## config.mk

```make
export PLATFORM = sky130hd
export DESIGN_NAME = pipe_hazard_ctrl
export DESIGN_NICKNAME = d
export VERILOG_FILES = /design/src/rtl/pipe_hazard_ctrl.sv
export SDC_FILE = /design/constraint.sdc
export NUM_CORES = 1
export LEC_CHECK = 0
export CAP_MARGIN = 5
export CORE_MARGIN = 4
export CORE_UTILIZATION = 45
export DETAILED_ROUTE_END_ITERATION = 10
export PLACE_DENSITY = 0.76
export SKIP_CTS_REPAIR_TIMING = 1
export SLEW_MARGIN = 20
export SYNTH_ARGS = -nofsm -noshare
export SYNTH_HDL_FRONTEND = slang
export SYNTH_SLANG_ARGS = --single-unit
```

## constraint.sdc

```tcl
create_clock -name clk -period 3.8 [get_ports clk]
set_clock_uncertainty 0.15 [all_clocks]
set_input_delay 0.38 -clock clk [delete_from_list [all_inputs] [get_ports clk]]
set_output_delay 0.38 -clock clk [all_outputs]
set_load 0.03 [all_outputs]
```

## src/rtl/pipe_hazard_ctrl.sv

```systemverilog
// Pipeline hazard controller: load-use stalls, taken-branch flushes,
// data-memory wait stalls with a timeout trap, and stall/flush counters.
module pipe_hazard_ctrl (
    input  logic        clk,
    input  logic        reset,
    input  logic [4:0]  id_rs1,
    input  logic [4:0]  id_rs2,
    input  logic        ex_memr,
    input  logic [4:0]  ex_rd,
    input  logic        ex_branch_taken,
    input  logic        mem_req,
    input  logic        mem_ack,
    output logic        pc_en,
    output logic        if_id_en,
    output logic        id_ex_en,
    output logic        ex_mem_en,
    output logic        if_id_flush,
    output logic        id_ex_flush,
    output logic        mem_wb_bubble,
    output logic        mem_timeout,
    output logic [15:0] stall_cnt,
    output logic [15:0] flush_cnt,
    output logic [1:0]  state
);

    localparam int unsigned WAIT_W = 8;
    localparam int unsigned CNT_W  = 16;
    localparam logic [WAIT_W-1:0] WAIT_LIMIT = WAIT_W'(255);

    typedef enum logic [1:0] {
        RUN      = 2'd0,
        MEM_WAIT = 2'd1,
        ERROR    = 2'd2
    } state_t;

    state_t              state_q;
    state_t              state_next;
    logic [WAIT_W-1:0]   wait_cnt;
    logic [WAIT_W-1:0]   wait_next;
    logic                load_use;
    logic                stall_all;
    logic                eval_hazard;

    // Loaded value in EX feeds a source operand of the instruction in ID
    assign load_use = ex_memr && (ex_rd != 5'd0)
                      && ((ex_rd == id_rs1) || (ex_rd == id_rs2));

    assign state = state_q;

    // State, wait counter and sticky timeout flag
    always_ff @(posedge clk or posedge reset) begin
        if (reset) begin
            state_q     <= RUN;
            wait_cnt    <= '0;
            mem_timeout <= 1'b0;
        end else begin
            state_q     <= state_next;
            wait_cnt    <= wait_next;
            mem_timeout <= mem_timeout || (state_next == ERROR);
        end
    end

    // Next state and stage control; branch outranks load-use once memory is quiet
    always_comb begin
        state_next    = state_q;
        wait_next     = wait_cnt;
        stall_all     = 1'b0;
        eval_hazard   = 1'b0;
        pc_en         = 1'b1;
        if_id_en      = 1'b1;
        id_ex_en      = 1'b1;
        ex_mem_en     = 1'b1;
        if_id_flush   = 1'b0;
        id_ex_flush   = 1'b0;
        mem_wb_bubble = 1'b0;

        case (state_q)
            RUN: begin
                if (mem_req && !mem_ack) begin
                    stall_all  = 1'b1;
                    state_next = MEM_WAIT;
                    wait_next  = WAIT_W'(1);
                end else begin
                    eval_hazard = 1'b1;
                end
            end
            MEM_WAIT: begin
                if (!mem_ack) begin
                    stall_all = 1'b1;
                    wait_next = wait_cnt + WAIT_W'(1);
                    if (wait_cnt == WAIT_LIMIT) begin
                        state_next = ERROR;
                    end
                end else begin
                    eval_hazard = 1'b1;
                    state_next  = RUN;
                    wait_next   = '0;
                end
            end
            ERROR: begin
                stall_all = 1'b1;
            end
            default: begin
                state_next = RUN;
                wait_next  = '0;
            end
        endcase

        if (stall_all) begin
            pc_en         = 1'b0;
            if_id_en      = 1'b0;
            id_ex_en      = 1'b0;
            ex_mem_en     = 1'b0;
            mem_wb_bubble = 1'b1;
        end else if (eval_hazard) begin
            if (ex_branch_taken) begin
                if_id_flush = 1'b1;
                id_ex_flush = 1'b1;
            end else if (load_use) begin
                pc_en       = 1'b0;
                if_id_en    = 1'b0;
                id_ex_flush = 1'b1;
            end
        end
    end

    // Saturating performance counters
    always_ff @(posedge clk or posedge reset) begin
        if (reset) begin
            stall_cnt <= '0;
            flush_cnt <= '0;
        end else begin
            if (!pc_en && (stall_cnt != {CNT_W{1'b1}})) begin
                stall_cnt <= stall_cnt + CNT_W'(1);
            end
            if (if_id_flush && (flush_cnt != {CNT_W{1'b1}})) begin
                flush_cnt <= flush_cnt + CNT_W'(1);
            end
        end
    end

endmodule

```

**Word-level counts from Yosys, hierarchy flattened**

Cells that the tools add are included.

- Logic and storage cells: 56
- Output and inout bits: 42
- Bits in registers: 43
- Input bits: 21

- Reduce and logical (&&, ||, !) cells: 12
- Eq/ne operators: 9
- Mux-type cells: 26
- $add $sub $neg: 3
- Bitwise gates (word level): 1

Operator list:

| kind | count |
|---|---|
| $add 16x1->16 const B | 2 |
| $ne 16x16->1 const B | 2 |
| $pmux 8 s3 | 1 |
| $mux 1 | 17 |
| $mux 8 | 2 |
| $eq 5x5->1 | 2 |
| $add 8x1->8 const B | 1 |
| $eq 8x8->1 const B | 1 |
| $mux 2 | 3 |
| $pmux 2 s3 | 1 |
| $logic_and 1x1->1 | 5 |
| $reduce_bool 5->1 | 1 |
| $eq 2x2->1 const B | 2 |
| $pmux 1 s3 | 1 |
| $eq 2x1->1 const B | 1 |
| $logic_not 1->1 | 2 |
| $logic_not 2->1 | 1 |
| $logic_or 1x1->1 | 2 |
| $ne 2x2->1 const B | 1 |
| $pmux 1 s2 | 1 |
| $reduce_and 2->1 | 1 |
| $not 1->1 | 1 |

**Logic depth before layout (Yosys ltp)**

- Depth in word-level cells: 9
- Mapped depth: 10
- Depth with buffers taken out: 8

**Worst setup path after synthesis**

Ideal clock, no wire load.

- Kind: flip-flop to flip-flop
- Start: register state_q[0] (netlist: state[0])
- End: register stall_cnt[1]
- Arrival: 2.297 ns
- Slack: 1.226 ns
- Path buffers: 2
- Period minus slack after synthesis: 2.574 ns
- Stages on the path, launching flop included: 10
- Required time: 3.522 ns
- Setup time: 0.128 ns
- Cell sequence: dfrtp_1 > buf_6 > o21ba_1 > nor2_1 > a21oi_2 > inv_1 > a21oi_1 > a21oi_1 > buf_6 > mux2_1

- Cells in the longest elaborated chain, start to end: 6
- Elaborated cells between the ends (all ways): 9
- Those cells by class: eq/ne (2); mux (4); reduce/logical (3)

RTL lines:

| item | line | source |
|---|---|---|
| start: declaration | 36 | `state_t state_q;` |
| start signal: assignment | 57 | `state_q <= state_next;` |
| $eq 2x1->1 / $logic_not 2->1 (equally long branches) | 77 | `case (state_q)` |
| $pmux 1 s2 | 77 |  |
| $mux 1 | 115 | `end else if (eval_hazard) begin` |
| $mux 1 (*) | 109 | `if (stall_all) begin` |
| $logic_not 1->1 (*) | 133 | `if (!pc_en && (stall_cnt != {CNT_W{1'b1}})) begin` |
| $logic_and 1x1->1 (*) | 133 |  |
| end signal: assignment | 134 | `stall_cnt <= stall_cnt + CNT_W'(1);` |
| end: declaration | 21 | `output logic [15:0] stall_cnt,` |

Mark *: on every way between the ends. The rest lies on a longest branch, timed or not.
A chain may end at the register's enable or synchronous reset.

**Final worst setup path**

- Start: input ex_rd[1]
- End: output pc_en

- Cells in the longest elaborated chain, start to end: 7
- Elaborated cells between the ends (all ways): 10
- Those cells by class: eq/ne (2); mux (4); reduce/logical (4)

RTL lines:

| item | line | source |
|---|---|---|
| start: declaration | 9 | `input logic [4:0] ex_rd,` |
| $eq 5x5->1 / $reduce_bool 5->1 (equally long branches) | 46, 45 |  |
| $logic_or 1x1->1 / $logic_and 1x1->1 (equally long branches) | 46, 45 |  |
| $logic_and 1x1->1 (*) | 46 | `&& ((ex_rd == id_rs1) \|\| (ex_rd == id_rs2));` |
| $mux 1 (*) | 119 | `end else if (load_use) begin` |
| $mux 1 (*) | 116 | `if (ex_branch_taken) begin` |
| $mux 1 (*) | 115 |  |
| $mux 1 (*) | 109 |  |
| end: declaration | 13 | `output logic pc_en,` |

Marked as above.

==> summary.md <==
| Metric | Value |
|---|---|
| Critical path's top delay family | buffers and inverters |
| WHS Endpoint | mem_timeout |
| Status | finished, final reports clean |
| Met2 WL | 2410 µm |
| Post-Route M1 WL | 2110 µm |
| Ys flop type | dfrtp_1 |
| Min Tclk post-route | 3.30 ns |
| Post-synth EDFFs | 0 |
| Share of the synthesized area in the top cell type | 47.8% |
| Hold/Removal Path Class | flop to flop |
| Register area share after synthesis | 47.8% |
| Drt pass-1 iters | 4 |
| Top post-synthesis cells by area | dfrtp_1, xnor2_1, xor2_1 |
| Port Buffer Count | between 60 and 70 |
| Core Area | about 0.0048 mm² |
| Slew headroom | between 40% and 50% |
| Hold Crit Start | mem_timeout |
| CP dominant cell by count | clkdlybuf4s50_1 |
| Final instance area | 0.00301 mm² |
| Synth cell count leaders | dfrtp_1, nand2_1, nor2_1, xnor2_1, xor2_1 |
| Internal power | 0.911 mW |
| Row count | 25 |
| Highest metal used | met4 |
| Path depth of the worst reg2reg path | 7 |
| Vias per cell | around 5 |
| 1st-iter DRT viols | 42 |
| WL met3 | about 190 µm |
| Root buf cell | clkbuf_8 |
| Gr ovfl total | 0 |
| # setup viols final | 0 |
| Critical path's slowest cell | clkdlybuf4s50_1 |
| Crit Path Class | input port to output port |
| Yosys top cell by area | dfrtp_1 |
| Setup TNS | 0 ns |
| Total CTS buffers | 5 |
| CTS H-tree depth | 2 |
| Die H | a little under 80 µm |
| Skew-Pair Late Insertion Delay | 0.29 ns |
| Switching share of power | 38.5% |
| Gp weighted congestion | 0.850 |
| Routed len/inst | 13.3 µm |
| Yosys warns | 0 |
| Final ANT Viol Nets | 0 |
| Comb power frac | approximately 37% |
| GRT Util Overall | 16.7% |
| CP cell instances | clkdlybuf4s50_1, or4_1, o21ai_1, nor2_1, a21oi_2, clkdlybuf4s50_1 |
| CTS sink count | 43 |
| Arrival time worst endpoint | roughly 2.8 ns |
| Fin. Hold Viols | 0 |
| Final period util | 86.8% |
| Setup WS pre-CTS | 0.487 ns |
| Placed cell areas | just under 0.003 mm² |
| CTS tree | built |
| Area of the die | 0.00620 mm² |
| Synth Area per Inst | 10.1 µm² |
| Routed wire length | 4750 µm |
| FF+latch count, synth | 43 |
| Ant diodes | 0 |
| Initial antenna violation count | 0 |
| DRC viols | 0 |
| Synthesis-to-layout area growth | 33.8% |
| Gate Count Post-Synth | 223 |
| Setup crit start kind | input port |
| Final Net Count | 313 |
| Worst R2R Setup Slack | 1.44 ns |
| First-pass GRT wire length | 8270 µm |
| CP Capture Type | output port |
| Initial core utilization | 47.1% |
| RSZ-0062 raised after global routing | false |
| Hold path depth | 1 |
| Most common cell in the synthesized netlist | dfrtp_1 |
| Worst vdd ir | 0.428 mV |
| Mapped Area | 0.00225 mm² |
| Worst Path Max Fanout | 7 |
| Clock Power Share | 18.9% |
| Reg-to-Reg End | stall_cnt[1] |
| Seq pwr share | 44.2% |
| Power per cell area | 492 mW/mm² |
| Crit path required time | 3.27 ns |
| Pin count of the biggest net entering global routing | 44 |
| Clock buffer depth | 2 |
| LEAKAGE | around 1.3 nW |
| Share of cells above drive strength 1 | about 7.6% |
| Psw | 0.571 mW |
| Worst-Margin Slew | ~0.76 ns |
| Critical Path Max Stage Delay | 0.73 ns |
| Reg clk slew, reported paths | 0.08 ns |
| Max Cap Violations | 0 |
| Reg2reg start | stall_cnt[0] |
| Ports | 63 |
| HPWL after DPL | 3610 µm |
| DR vias | 1789 |
| Vias in the first global route | 1856 |
| Post-synth cell types | 39 |
| Max-slew violations | 0 |
| Synth Net Count | 247 |
| Die Wd | just under 80 µm |
| Fmax | 303 MHz |
| Final WS setup | 0.503 ns |
| Post-synth ARST share | 100% |
| Critical path buffer and inverter count | 2 |
[cell usage in the layout, fill, tap and decap left out, types with 2 or more instances in the layout]
cell / instances
nor2_1: 22
nand3_1: 17
nand2_1: 23
and2_1: 2
o21ai_1: 2
ha_1: 3
mux2_2: 2
inv_1: 7
dfrtp_1: 43
nor3_1: 3
nand4_1: 7
xor2_1: 19
buf_4: 2
and4_1: 5
xnor2_1: 22
clkbuf_8: 5
a21oi_2: 2
clkdlybuf4s50_1: 62
a21oi_1: 8
o21a_1: 2
nor3_2: 4
o21ai_0: 3
nor4_1: 2
and3_1: 5
[cells by family after synthesis]
family                   Yosys count  share of synthesized area [%]
XOR/XNOR                          41                           15.9
AO/OA/AOI/OAI                     22                           6.39
multiplexers                       4                           1.94
adder cells (fa/ha/maj)            3                           1.67
flip-flops                        43                           47.8
buffers and inverters             12                           3.06
AND/OR/NAND/NOR                   98                           23.2
[stage by stage]
stage	utilization (%)	power (mW)	instances	hold slack, ns
after CTS	63.0	1.50	357	0.330
after global placement	61.2	1.20	349	0.301
after global routing	63.0	1.58	357	0.356
final	63.0	1.48	357	0.325
after detailed placement	61.2	1.22	349	0.310
after floorplan	-	0.973	223	0.329
[routing by layer]
| layer | track usage (%) | vias up |
|---|---|---|
| li1 | - | 901 |
| met1 | 21.0 | 849 |
| met2 | 28.5 | 37 |
| met3 | 3.63 | 2 |
| met4 | 5.24 | 0 |
| met5 | 0 | - |
[power groups by stage]
stage	Sequential, mW	Combinational (mW)	Clock [mW]
after global routing	0.677	0.592	0.308
after floorplan	0.796	0.177	0
final	0.656	0.546	0.280
after detailed placement	0.664	0.551	0
after global placement	0.659	0.541	0
after CTS	0.656	0.554	0.291
[worst max-delay path by stage]
stage | from | endpoint | slack [ns] | cells past startpoint
2_1_floorplan | state[0] | stall_cnt[1] | 1.23 | 9
3_3_place_gp | ex_rd[1] | if_id_en | 0.56 | 6
3_5_place_dp | ex_rd[1] | pc_en | 0.49 | 6
4_1_cts | ex_rd[1] | pc_en | 0.49 | 6
5_1_grt | ex_rd[1] | pc_en | 0.33 | 6
6_report | ex_rd[1] | pc_en | 0.50 | 6
[sequential cells by signal, summed over array words and instances (netlist names)]
| signal | cells |
|---|---|
| flush_cnt | 16 |
| stall_cnt | 16 |
| wait_cnt | 8 |
| state | 2 |
| mem_timeout | 1 |
[area by class of cell]
class,instances,area [µm²]
Tap cell,67,83.8
Inverter,7,26.3
Sequential cell,43,1080
Timing Repair Buffer,64,636
Clock buffer,6,72.6
Fill cell,413,1770
Multi-Input combinational cell,168,1110
Clock inverter,2,12.5
Power figures use the tool's default switching activity.
